<file path="src/rtl/bc_polinomio_pkg.sv">
// Shared encodings for the polynomial controller (bc_polinomio) and its datapath (BO).
// Both sides import this package so mux selects and ULA ops always agree.
package bc_polinomio_pkg;

    localparam int DATA_W = 16;

    typedef enum logic [2:0] {
        ST_INICIO    = 3'd0,
        ST_CARREGA_X = 3'd1,
        ST_MUL_A     = 3'd2,
        ST_SOMA_B    = 3'd3,
        ST_MUL_X     = 3'd4,
        ST_SOMA_C    = 3'd5,
        ST_FIM       = 3'd6
    } state_t;

    // m0: coefficient mux
    localparam logic [1:0] SEL_ZERO = 2'b00;
    localparam logic [1:0] SEL_A    = 2'b01;
    localparam logic [1:0] SEL_B    = 2'b10;
    localparam logic [1:0] SEL_C    = 2'b11;

    // m1: ULA operand B
    localparam logic [1:0] SEL_COEF = 2'b00;
    localparam logic [1:0] SEL_X    = 2'b01;
    localparam logic [1:0] SEL_S    = 2'b10;
    localparam logic [1:0] SEL_H    = 2'b11;

    // m2: ULA operand A -- coefficient and X swap codes relative to m1
    localparam logic [1:0] SELA_X    = 2'b00;
    localparam logic [1:0] SELA_COEF = 2'b01;
    localparam logic [1:0] SELA_S    = 2'b10;
    localparam logic [1:0] SELA_H    = 2'b11;

    localparam logic OP_SOMA = 1'b0;
    localparam logic OP_MULT = 1'b1;

    typedef struct packed {
        logic [1:0] m0;
        logic [1:0] m1;
        logic [1:0] m2;
        logic       lx;
        logic       lh;
        logic       ls;
        logic       h;
        logic       ocupado;
        logic       pronto;
    } ctrl_t;

    function automatic ctrl_t ctrl_default();
        ctrl_t v;
        v.m0      = SEL_ZERO;
        v.m1      = SEL_COEF;
        v.m2      = SELA_X;
        v.lx      = 1'b0;
        v.lh      = 1'b0;
        v.ls      = 1'b0;
        v.h       = OP_SOMA;
        v.ocupado = 1'b0;
        v.pronto  = 1'b0;
        return v;
    endfunction

    // Products keep only the low DATA_W bits; sums wrap naturally.
    function automatic logic [DATA_W-1:0] ula(input logic op,
                                              input logic [DATA_W-1:0] op_a,
                                              input logic [DATA_W-1:0] op_b);
        logic [2*DATA_W-1:0] prod;
        logic [DATA_W-1:0]   sum;
        prod = {{DATA_W{1'b0}}, op_a} * {{DATA_W{1'b0}}, op_b};
        sum  = op_a + op_b;
        return (op == OP_MULT) ? prod[DATA_W-1:0] : sum;
    endfunction

endpackage

</file>
<file path="src/rtl/BO.sv">
// Polynomial datapath: X/H/S registers, coefficient mux and a single add/multiply ULA.
// Registers have no reset; stale contents are harmless because pronto gates their use.
module BO
    import bc_polinomio_pkg::*;
(
    input  logic              i_clk,
    input  logic [DATA_W-1:0] i_a,
    input  logic [DATA_W-1:0] i_b,
    input  logic [DATA_W-1:0] i_c,
    input  logic [DATA_W-1:0] i_x,
    input  logic [1:0]        i_m0,
    input  logic [1:0]        i_m1,
    input  logic [1:0]        i_m2,
    input  logic              i_lx,
    input  logic              i_lh,
    input  logic              i_ls,
    input  logic              i_h,
    output logic [DATA_W-1:0] o_resultado
);

    logic [DATA_W-1:0] r_x;
    logic [DATA_W-1:0] r_h;
    logic [DATA_W-1:0] r_s;
    logic [DATA_W-1:0] w_coef;
    logic [DATA_W-1:0] w_op_a;
    logic [DATA_W-1:0] w_op_b;
    logic [DATA_W-1:0] w_ula;

    always_comb begin
        w_coef = '0;
        unique case (i_m0)
            SEL_ZERO: w_coef = '0;
            SEL_A:    w_coef = i_a;
            SEL_B:    w_coef = i_b;
            SEL_C:    w_coef = i_c;
            default:  w_coef = '0;
        endcase
    end

    always_comb begin
        w_op_b = '0;
        unique case (i_m1)
            SEL_COEF: w_op_b = w_coef;
            SEL_X:    w_op_b = r_x;
            SEL_S:    w_op_b = r_s;
            SEL_H:    w_op_b = r_h;
            default:  w_op_b = '0;
        endcase
    end

    always_comb begin
        w_op_a = '0;
        unique case (i_m2)
            SELA_X:    w_op_a = r_x;
            SELA_COEF: w_op_a = w_coef;
            SELA_S:    w_op_a = r_s;
            SELA_H:    w_op_a = r_h;
            default:   w_op_a = '0;
        endcase
    end

    assign w_ula = ula(i_h, w_op_a, w_op_b);

    always_ff @(posedge i_clk) begin
        if (i_lx) r_x <= i_x;
        if (i_lh) r_h <= w_ula;
        if (i_ls) r_s <= w_ula;
    end

    assign o_resultado = r_s;

endmodule

</file>
<file path="src/rtl/polinomio_top.sv">
// System wrapper: controller bc_polinomio driving datapath BO on a shared clock.
module polinomio_top
    import bc_polinomio_pkg::*;
(
    input  logic              i_clk,
    input  logic              i_rst,
    input  logic              i_start,
    input  logic [DATA_W-1:0] i_a,
    input  logic [DATA_W-1:0] i_b,
    input  logic [DATA_W-1:0] i_c,
    input  logic [DATA_W-1:0] i_x,
    output logic [DATA_W-1:0] o_resultado,
    output logic              o_pronto,
    output logic              o_ocupado
);

    logic [1:0] w_m0;
    logic [1:0] w_m1;
    logic [1:0] w_m2;
    logic       w_lx;
    logic       w_lh;
    logic       w_ls;
    logic       w_h;

    bc_polinomio u_bc (
        .i_clk     (i_clk),
        .i_rst     (i_rst),
        .i_start   (i_start),
        .o_m0      (w_m0),
        .o_m1      (w_m1),
        .o_m2      (w_m2),
        .o_lx      (w_lx),
        .o_lh      (w_lh),
        .o_ls      (w_ls),
        .o_h       (w_h),
        .o_ocupado (o_ocupado),
        .o_pronto  (o_pronto)
    );

    BO u_bo (
        .i_clk       (i_clk),
        .i_a         (i_a),
        .i_b         (i_b),
        .i_c         (i_c),
        .i_x         (i_x),
        .i_m0        (w_m0),
        .i_m1        (w_m1),
        .i_m2        (w_m2),
        .i_lx        (w_lx),
        .i_lh        (w_lh),
        .i_ls        (w_ls),
        .i_h         (w_h),
        .o_resultado (o_resultado)
    );

endmodule

</file>
<file path="src/rtl/bc_polinomio.sv">
// Moore controller sequencing BO through a*x^2 + b*x + c by Horner's rule.
// state        | meaning
// INICIO       | idle, waiting for start
// CARREGA_X    | latch x into X
// MUL_A        | H <- a*X
// SOMA_B       | H <- H + b
// MUL_X        | H <- H*X
// SOMA_C       | S <- H + c
// FIM          | pronto pulse, resultado valid
module bc_polinomio
    import bc_polinomio_pkg::*;
(
    input  logic       i_clk,
    input  logic       i_rst,
    input  logic       i_start,
    output logic [1:0] o_m0,
    output logic [1:0] o_m1,
    output logic [1:0] o_m2,
    output logic       o_lx,
    output logic       o_lh,
    output logic       o_ls,
    output logic       o_h,
    output logic       o_ocupado,
    output logic       o_pronto
);

    state_t r_state;
    state_t w_next;
    ctrl_t  w_ctrl;

    always_ff @(posedge i_clk) begin
        if (i_rst) r_state <= ST_INICIO;
        else       r_state <= w_next;
    end

    always_comb begin
        w_next = ST_INICIO;
        unique case (r_state)
            ST_INICIO:    w_next = i_start ? ST_CARREGA_X : ST_INICIO;
            ST_CARREGA_X: w_next = ST_MUL_A;
            ST_MUL_A:     w_next = ST_SOMA_B;
            ST_SOMA_B:    w_next = ST_MUL_X;
            ST_MUL_X:     w_next = ST_SOMA_C;
            ST_SOMA_C:    w_next = ST_FIM;
            ST_FIM:       w_next = ST_INICIO;
            default:      w_next = ST_INICIO;
        endcase
    end

    always_comb begin
        w_ctrl = ctrl_default();
        unique case (r_state)
            ST_INICIO: ;
            ST_CARREGA_X: begin
                w_ctrl.lx = 1'b1;
            end
            ST_MUL_A: begin
                w_ctrl.m0 = SEL_A;
                w_ctrl.m1 = SEL_COEF;
                w_ctrl.m2 = SELA_X;
                w_ctrl.h  = OP_MULT;
                w_ctrl.lh = 1'b1;
            end
            ST_SOMA_B: begin
                w_ctrl.m0 = SEL_B;
                w_ctrl.m1 = SEL_COEF;
                w_ctrl.m2 = SELA_H;
                w_ctrl.h  = OP_SOMA;
                w_ctrl.lh = 1'b1;
            end
            ST_MUL_X: begin
                w_ctrl.m1 = SEL_X;
                w_ctrl.m2 = SELA_H;
                w_ctrl.h  = OP_MULT;
                w_ctrl.lh = 1'b1;
            end
            ST_SOMA_C: begin
                w_ctrl.m0 = SEL_C;
                w_ctrl.m1 = SEL_COEF;
                w_ctrl.m2 = SELA_H;
                w_ctrl.h  = OP_SOMA;
                w_ctrl.ls = 1'b1;
            end
            ST_FIM: begin
                w_ctrl.pronto = 1'b1;
            end
            default: ;
        endcase
        w_ctrl.ocupado = (r_state != ST_INICIO);
    end

    assign o_m0      = w_ctrl.m0;
    assign o_m1      = w_ctrl.m1;
    assign o_m2      = w_ctrl.m2;
    assign o_lx      = w_ctrl.lx;
    assign o_lh      = w_ctrl.lh;
    assign o_ls      = w_ctrl.ls;
    assign o_h       = w_ctrl.h;
    assign o_ocupado = w_ctrl.ocupado;
    assign o_pronto  = w_ctrl.pronto;

endmodule

</file>
<file path="config.mk">
export PLATFORM = sky130hd
export DESIGN_NAME = polinomio_top
export DESIGN_NICKNAME = d
export VERILOG_FILES = /design/src/rtl/bc_polinomio_pkg.sv /design/src/rtl/BO.sv /design/src/rtl/polinomio_top.sv /design/src/rtl/bc_polinomio.sv
export SDC_FILE = /design/constraint.sdc
export NUM_CORES = 1
export LEC_CHECK = 0
export CAP_MARGIN = 20
export CORE_MARGIN = 2
export CORE_UTILIZATION = 25
export DETAILED_ROUTE_END_ITERATION = 6
export GPL_TIMING_DRIVEN = 1
export PLACE_DENSITY_LB_ADDON = 0.15
export SLEW_MARGIN = 20
export SYNTH_ARGS = -nofsm -noshare
export SYNTH_HDL_FRONTEND = slang
export SYNTH_SLANG_ARGS = --single-unit
</file>
<file path="constraint.sdc">
create_clock -name i_clk -period 6.5 [get_ports i_clk]
set_input_delay 0.65 -clock i_clk [delete_from_list [all_inputs] [get_ports i_clk]]
set_output_delay 0.65 -clock i_clk [all_outputs]
set_load 0.01 [all_outputs]
</file>
**After elaboration in Yosys (flattened, before gate mapping)**

Index checks and enable logic that the tools add are counted.

- Muxes and demuxes: 13
- Add/subtract/negate cells: 1
- Multipliers: 1
- Reduce and logical (&&, ||, !) cells: 8
- Eq/ne operators: 15

Operator list:

| kind | count |
|---|---|
| 16-bit case mux with 4 select lines | 3 |
| 3-bit case mux with 6 select lines | 1 |
| 16-bit adder | 1 |
| 16-bit by 16-bit multiplier with 16-bit output | 1 |
| 16-bit 2-to-1 mux | 1 |
| 3-bit == test (second input constant) | 3 |
| 2-bit == test (second input constant) | 4 |
| 3-bit by 2-bit == test with 1-bit output (second input constant) | 2 |
| 2-bit logical NOT | 3 |
| 1-bit 2-to-1 mux | 6 |
| 2-bit case mux with 3 select lines | 1 |
| 3-bit case mux with 2 select lines | 1 |
| 1-bit by 2-bit == test with 1-bit output (second input constant) | 2 |
| 2-bit by 1-bit == test with 1-bit output (second input constant) | 2 |
| 2-bit OR reduction | 2 |
| 3-bit by 1-bit == test with 1-bit output (second input constant) | 1 |
| 3-bit logical NOT | 1 |
| 3-bit nonzero test | 1 |
| 3-bit OR reduction | 1 |
| 1-bit == test (second input constant) | 1 |

- Output and inout bits: 18
- Flip-flop bits (word level): 51
- Word-level logic and storage cells: 42

**Logic depth before layout (Yosys ltp)**

Gate-level depths: netlist (run 1).

- Word-level depth: 7
- Mapped depth: 28

**Modules after synthesis**

Synthesis (run 1) repeated with hierarchy kept, for this count alone.

- Cells, all modules: 791
- Area total of the unflattened synthesis: 7594.8 µm²

By module, submodules not included:

| module | instances | cells each | area each (µm²) |
|---|---|---|---|
| BO | 1 | 764 | 7393.3 |
| bc_polinomio | 1 | 27 | 201.4 |

**Worst setup path after synthesis (run 1)**

Ideal clock, no wire load.

- Kind: reg2reg
- Start: reg u_bc.r_state[0]
- End: reg u_bo.r_s[15], in the netlist u_bo.o_resultado[15] (data pin)
- Required time: 6.227 ns
- Stages on the path, launching flop included: 26
- Path buffers: 3
- Setup time: 0.273 ns
- Slack: -0.035 ns
- Period minus slack after synthesis: 6.535 ns
- Data arrival time: 6.262 ns
- Path through: dfxtp_1 > buf_6 > buf_4 > nand3b_4 > nand2_2 > buf_4 > mux2i_1 > inv_1 > ha_1 > inv_1 > fa_1 > fa_1 > inv_1 > fa_1 > fa_1 > inv_1 > fa_1 > fa_1 > xor2_1 > xnor2_1 > xnor2_1 > xnor2_1 > xnor3_1 > xnor3_1 > xnor2_1 > mux2i_1

- Word-level cells in the longest chain between the ends: 7

RTL lines:

| element | line | text |
|---|---|---|
| start: declaration | bc_polinomio.sv:27 | `state_t r_state;` |
| start signal: assignment | bc_polinomio.sv:33 | `else r_state <= w_next;` |
| 3-bit == test / 3-bit by 2-bit == test with 1-bit output (equally long branches) | bc_polinomio.sv:52 | `unique case (r_state)` |
| 2-bit case mux with 3 select lines / 2-bit OR reduction (equally long branches) | - |  |
| 2-bit == test, or another cell as far along | BO.sv:31 | `unique case (i_m0)` |
| 16-bit case mux with 4 select lines, or another cell as far along | BO.sv:31 |  |
| 16-bit case mux with 4 select lines, on equally long branches | BO.sv:53, BO.sv:42 |  |
| 16-bit by 16-bit multiplier with 16-bit output / 16-bit adder (equally long branches) | bc_polinomio_pkg.sv:70, bc_polinomio_pkg.sv:71 |  |
| 16-bit 2-to-1 mux * | bc_polinomio_pkg.sv:72 | `return (op == OP_MULT) ? prod[DATA_W-1:0] : sum;` |
| via u_bo.w_ula[15] | BO.sv:27 | `logic [DATA_W-1:0] w_ula;` |
| end signal: assignment | BO.sv:67 | `if (i_ls) r_s <= w_ula;` |
| end: declaration | BO.sv:23 | `logic [DATA_W-1:0] r_s;` |

Mark *: on every way through the listed nets, which the timed path passes. The rest lies on a longest branch.
A chain may end at the register's enable or synchronous reset.

**Final worst setup path (run 1)**

- Start: reg u_bc.r_state[1]
- End: reg u_bo.r_h[15] (data pin)

- Word-level cells in the longest chain between the ends: 7

RTL lines:

| element | line | text |
|---|---|---|
| 3-bit == test / 3-bit by 2-bit == test with 1-bit output (equally long branches) | bc_polinomio.sv:52 |  |
| 2-bit case mux with 3 select lines / 2-bit OR reduction (equally long branches) | - |  |
| 2-bit == test, or another cell as far along | BO.sv:31 |  |
| 16-bit case mux with 4 select lines, or another cell as far along | BO.sv:31 |  |
| 16-bit case mux with 4 select lines, on equally long branches | BO.sv:53, BO.sv:42 |  |
| 16-bit by 16-bit multiplier with 16-bit output / 16-bit adder (equally long branches) | bc_polinomio_pkg.sv:70, bc_polinomio_pkg.sv:71 |  |
| 16-bit 2-to-1 mux * | bc_polinomio_pkg.sv:72 |  |
| via u_bo.w_ula[15] | BO.sv:27 |  |
| end signal: assignment | BO.sv:66 | `if (i_lh) r_h <= w_ula;` |
| end: declaration | BO.sv:22 | `logic [DATA_W-1:0] r_h;` |

Marked as above.

==> results of run 1 <==
power by group through the flow:
stage | registers, µW | logic [µW] | clock network, µW
floorplan | 419 | 639 | 0
finish | 416 | 1100 | 288
CTS | 416 | 1040 | 295
global placement | 423 | 1040 | 0
global route | 418 | 1240 | 309
detailed placement | 423 | 1040 | 0
layer usage:
metal	vias up	routed length, µm	part of all wire
li1	2824	-	-
met1	2800	11420	0.49
met2	88	11100	0.47
met3	14	678	0.029
met4	0	292	0.012
met5	-	0	0
timing repair:
action                                  CTS  global route
pin swaps                                 5            16
endpoints found under the setup margin    6            10
buffers inserted                          0            10
gates resized for setup                   6            45
final cells by class:
| class | count | area (µm²) | area share |
|---|---|---|---|
| multi-input combinational | 524 | 4967 | 0.5155 |
| timing repair buffer | 228 | 1999 | 0.2075 |
| sequential | 51 | 1504 | 0.1561 |
| inverter | 140 | 538.0 | 0.05584 |
| tap | 378 | 473.0 | 0.04908 |
| clock buffer | 5 | 125.1 | 0.01299 |
| clock inverter | 3 | 28.78 | 0.002987 |
kinds of logic (layout without fill, tap and decap cells):
logic type | Yosys count | count (layout) | share of synthesized area
AND/OR/NAND/NOR | 206 | 206 | 0.1357
buffers and inverters | 160 | 376 | 0.09692
adder cells (fa/ha/maj) | 145 | 145 | 0.3488
AO/OA/AOI/OAI | 105 | 105 | 0.1011
flip-flops | 51 | 51 | 0.2162
XOR/XNOR | 44 | 44 | 0.06467
multiplexers | 24 | 24 | 0.03675
path summary, 6_finish.rpt:
check	startpoint	end	slack [ns]	cells past startpoint
hold / removal	u_bc.r_state[0]	u_bc.r_state[0]	0.53	2
setup reg to reg	u_bc.r_state[1]	u_bo.r_h[15]	0.24	25
hold reg to reg	u_bc.r_state[0]	u_bc.r_state[0]	0.53	2
setup / recovery	u_bc.r_state[1]	u_bo.r_h[15]	0.24	25
placed cells by master (no fill, tap or decap), drive strengths merged, types with 3 or more instances in the layout:
cell type and n:
a211oi 4, a21o 4, a21oi 25, a221oi 6
a22o 4, a22oi 13, a31oi 4, and2 13
and3 3, buf 144, clkbuf 5, clkdlybuf4s50 84
clkinv 3, dfxtp 3, edfxtp 48, fa 81
ha 64, inv 140, mux2 3, mux2i 21
nand2 78, nand2b 5, nand3 7, nor2 77
nor2b 7, nor3 4, nor3b 4, o21ai 24
o21bai 3, o22ai 3, or3 3, xnor2 33
xnor3 3, xor2 7
state kept, by name, indices dropped and copies added, names as in the netlist:
signal / count
u_bc.r_state: 3
u_bo.o_resultado: 16
u_bo.r_h: 16
u_bo.r_x: 16
through the flow:
| step | hold slack, ns | total power (µW) |
|---|---|---|
| after floorplan | 0.6327 | 1058 |
| after global placement | 0.5341 | 1460 |
| after detailed placement | 0.5291 | 1464 |
| after CTS | 0.5426 | 1751 |
| after global routing | 0.5483 | 1967 |
| final | 0.5290 | 1804 |
worst min-delay path: stages, from the launching register on:
cell	delay (ns)
dfxtp_2	0.34
buf_4	0.11
a2111oi_0	0.04
==> flow_metrics.tcl, run 1 <==
set metrics [dict create \
    setup-tns-final_ns 0 \
    end_kind "flip-flop" \
    synthCells 735 \
    power_density_nw_per_um2 187.2 \
    grt.busiest_layer "met2" \
    antenna_found_initial 0 \
    power.share.switching 0.4046 \
    diodes 0 \
    power_leakage_uw 0.004374 \
    cts_hold_buf 0 \
    tritoncts "done" \
    irDropWorstVdd_mv 0.1055 \
    async_reset_ff_frac 0 \
    pin_count 85 \
    rsz0062_at_grt "true" \
    place_congestion 0.8549 \
    hp-class "reg2reg" \
    drv_cap 0 \
    met1_usage 0.2346 \
    seq_power_share 0.231 \
    crit_path_frequent_cell "fa_1" \
    use_met3 0.01897 \
    clk_path_buf_depth 2 \
    drtIter0Drc 335 \
    grt_use_total 0.1677 \
    layout.nets 1162 \
    start_kind "flip-flop" \
    path_buf_inv 8 \
    fin_skew_ns 0.005291 \
    p_int_uw 1074 \
    pwr-share-comb 0.610 \
    crit_family "adder cells" \
    fillCellCount 2891 \
    fin_area_um2 9635 \
    wl_mm 23.50 \
    ys.warnings.count 0 \
    h-tree-depth 2 \
    p_sw_uw 729.9 \
    clock-sinks 51 \
    crit_type "reg2reg" \
    drtPass1Iterations 5 \
    synth.net_count 947 \
    ys_seq_area_frac 0.2162 \
    detail_route.wl_per_cell_um 17.68 \
    place_area_um2 9208 \
    arrival_ns 6.31 \
    grt.overflow.total 0 \
    dp.cells 1312 \
    num_vias 5726 \
    synth_edf_count 48 \
    stdcell_count 1329 \
    synth_commonest_cells "inv_1, fa_1, nand2_1, nor2_1, ha_1" \
    die-height_um 170.7 \
    synth_cell_types 60 \
    cts-root-buf "clkbuf_16" \
    worst_slew_pin_slew_ns 0.5582 \
    io_buffer_count 84 \
    area_growth_pct 38.73 \
    die_area_um2 29130 \
    setup_viol 0 \
    clkTransAtPathRegs_ns 0.08 \
    post-route-min-period_ns 6.264 \
    grtUsageMet2 0.2822 \
    critPathRequiredTime_ns 6.55 \
    synth_area_um2 6945 \
    finalCritPeriodShare 0.9636 \
    cp_max_fo 8 \
    ys_ff_latch 51 \
    final_util 0.3497 \
    grt_pass1_wl_mm 36.07 \
    avgSynthCellArea_um2 9.450 \
    cpPeakStageDelay_ns 0.52 \
    postRouteAntennaNets 0 \
    core_area_um2 27550 \
    drive_gt1_frac 0.2219 \
    place_ws_ns -0.4157 \
    start_util 0.2521 \
    yosys-top-cells-area "fa_1, edfxtp_1, ha_1, inv_1, nand2_1" \
    chipWidth_um 170.7 \
    grt_pass1_vias 6061 \
    fmax_mhz 159.7 \
    floorplan.rows 61 \
    slew_headroom 0.6253 \
    grt_max_degree 24 \
    hpwl_mm 20.35 \
    synth_largest_area_cell "fa_1" \
    drc 0 \
    slowest_stage "fa_1" \
    synth_top_cell_area_share 0.2335 \
    p_clk_frac 0.160 \
    via_per_inst 4.309 \
    clock_latency_ns 0.30 \
    outcome "finished, final reports clean" \
    numCtsBuffers 5 \
    synth.most_common_cell "inv_1" \
    fin_ws_ns 0.2365 \
    hold_viol 0 \
    slew_violations 0 \
    synthFlopType "edfxtp_1" \
]
Power figures use the tool's default switching activity.
==> run 2: changes to the inputs <==
- PLACE_DENSITY: unset -> 0.44
- PLACE_DENSITY_LB_ADDON: 0.15 -> unset
==> flow_metrics.tcl, run 2 (synthesis results as in run 1) <==
set metrics [dict create \
    wl_mm 22.84 \
    drtPass1Iterations 5 \
    finalCritPeriodShare 0.9621 \
    final_common_cell "inv_1" \
    start_util 0.2521 \
    tritoncts "done" \
    die-height_um 170.7 \
    layout.nets 1147 \
    crit_type "in2reg" \
    grt_pass1_vias 6035 \
    slew_headroom 0.4976 \
    place_ws_ns -0.4018 \
    core_area_um2 27550 \
    post-route-min-period_ns 6.253 \
    slew_violations 0 \
    holdWs_ns 0.4820 \
    die_area_um2 29130 \
    dp.cells 1305 \
    drive_gt1_frac 0.2019 \
    drc 0 \
    grt_pass1_wl_mm 35.44 \
    clk_path_buf_depth 2 \
    r2r-end "u_bo.o_resultado[15]" \
    place_congestion 0.8663 \
    area_growth_pct 36.75 \
    clock-sinks 51 \
    worst_slew_pin_slew_ns 0.7457 \
    power_density_nw_per_um2 187.9 \
    p_sw_uw 711.6 \
    h-tree-depth 2 \
    stdcell_count 1314 \
    cts-root-buf "clkbuf_16" \
    power.share.switching 0.3987 \
    outcome "finished, final reports clean" \
    io_buffer_count 84 \
    power_leakage_uw 0.004288 \
    via_per_inst 4.333 \
    diodes 0 \
    critPathCapture "u_bo.o_resultado[15]" \
    seq_power_share 0.234 \
    cp_max_fo 6 \
    setup_viol 0 \
    p_clk_frac 0.153 \
    postRouteAntennaNets 0 \
    crit_path_start "i_c[1]" \
    final_util 0.3447 \
    setup-tns-final_ns 0 \
    numCtsBuffers 5 \
    irDropWorstVdd_mv 0.09040 \
    pin_count 85 \
    drv_cap 0 \
    start_kind "input port" \
    grt.overflow.total 0 \
    fin_skew_ns 0.005597 \
    grt_use_total 0.1629 \
    chipWidth_um 170.7 \
    fin_ws_ns 0.2465 \
    reg2reg_from "u_bc.r_state[2]" \
    mostFrequentLayoutCells "inv_1, buf_4, clkdlybuf4s50_1, fa_1, nand2_1" \
    critPathRequiredTime_ns 6.54 \
    cts_hold_buf 0 \
    fmax_mhz 159.9 \
    floorplan.rows 61 \
    clock_latency_ns 0.30 \
    drtIter0Drc 281 \
    r2r_slack_ns 0.29 \
    end_kind "flip-flop" \
    arrival_ns 6.30 \
    pwr-share-comb 0.614 \
    clkTransAtPathRegs_ns 0.07 \
    reg2reg_depth 26 \
    antenna_found_initial 0 \
    p_int_uw 1073 \
    hold_viol 0 \
    hp-class "reg2reg" \
    num_vias 5693 \
    detail_route.wl_per_cell_um 17.38 \
    hpwl_mm 19.84 \
    grt_max_degree 24 \
]
==> run 2: metal layers <==
| layer | track usage | vias up | wire, µm | part of all wire |
|---|---|---|---|---|
| met5 | 0 | - | 0 | 0 |
| met4 | 0.03047 | 0 | 416 | 0.018 |
| met3 | 0.02036 | 19 | 772 | 0.034 |
| met2 | 0.2677 | 93 | 10560 | 0.46 |
| met1 | 0.2309 | 2791 | 11090 | 0.49 |
| li1 | - | 2790 | - | - |
==> run 2: critical path: stages <==
cell             delay [ns]
clkdlybuf4s50_1        0.41
a22o_1                 0.21
a221o_1                0.33
buf_12                 0.17
clkinv_8               0.05
buf_4                  0.09
nor2_1                 0.05
fa_1                   0.53
inv_1                  0.06
fa_2                   0.55
inv_1                  0.04
ha_1                   0.30
ha_4                   0.22
fa_1                   0.52
inv_1                  0.05
fa_1                   0.47
inv_1                  0.04
ha_2                   0.18
nor3_2                 0.11
o21ai_1                0.13
a31oi_4                0.24
nor2b_4                0.05
o21a_1                 0.23
nor4_2                 0.15
nor3_1                 0.07
buf_4                  0.14
xnor2_1                0.14
mux2i_1                0.10
==> run 2: worst min-delay path by stage <==
stage                                from              end  slack [ns]  depth (start not counted)
after floorplan           u_bc.r_state[2]  u_bc.r_state[0]        0.63                          2
after global placement    u_bc.r_state[0]  u_bc.r_state[0]        0.59                          1
after detailed placement  u_bc.r_state[0]  u_bc.r_state[0]        0.60                          1
after CTS                 u_bc.r_state[0]  u_bc.r_state[0]        0.52                          1
after global routing      u_bc.r_state[0]  u_bc.r_state[0]        0.52                          1
final                     u_bc.r_state[0]  u_bc.r_state[0]        0.48                          1
==> run 2: repair_timing <==
| action | 4_1_cts | 5_1_grt |
|---|---|---|
| pin swaps | 3 | 20 |
| endpoints found under the hold margin | 0 | 0 |
| resized for setup | 7 | 36 |
| setup endpoints to repair | 6 | 8 |
| setup buffers | 1 | 2 |
==> run 2: cell type report <==
type	instances	area (µm²)
Fill cell	2899	18050
Multi-Input combinational cell	524	4945
Timing Repair Buffer	213	1888
Sequential cell	51	1506
Inverter	140	538.0
Tap cell	378	473.0
Clock buffer	5	125.1
Clock inverter	3	22.52
==> run 2: power groups by stage <==
| stage | clock, µW | sequential, µW | combinational (µW) |
|---|---|---|---|
| 2_1_floorplan | 0 | 419 | 639 |
| 3_3_place_gp | 0 | 423 | 1050 |
| 3_5_place_dp | 0 | 423 | 1050 |
| 4_1_cts | 278 | 416 | 1050 |
| 5_1_grt | 293 | 419 | 1240 |
| 6_report | 273 | 417 | 1100 |
==> run 2: through the flow <==
step                      total power (µW)  cell area [µm²]
after floorplan                       1058             6949
after global placement                1469             9164
after detailed placement              1472             9164
after CTS                             1743             9350
after global routing                  1950             9498
final                                 1785             9498
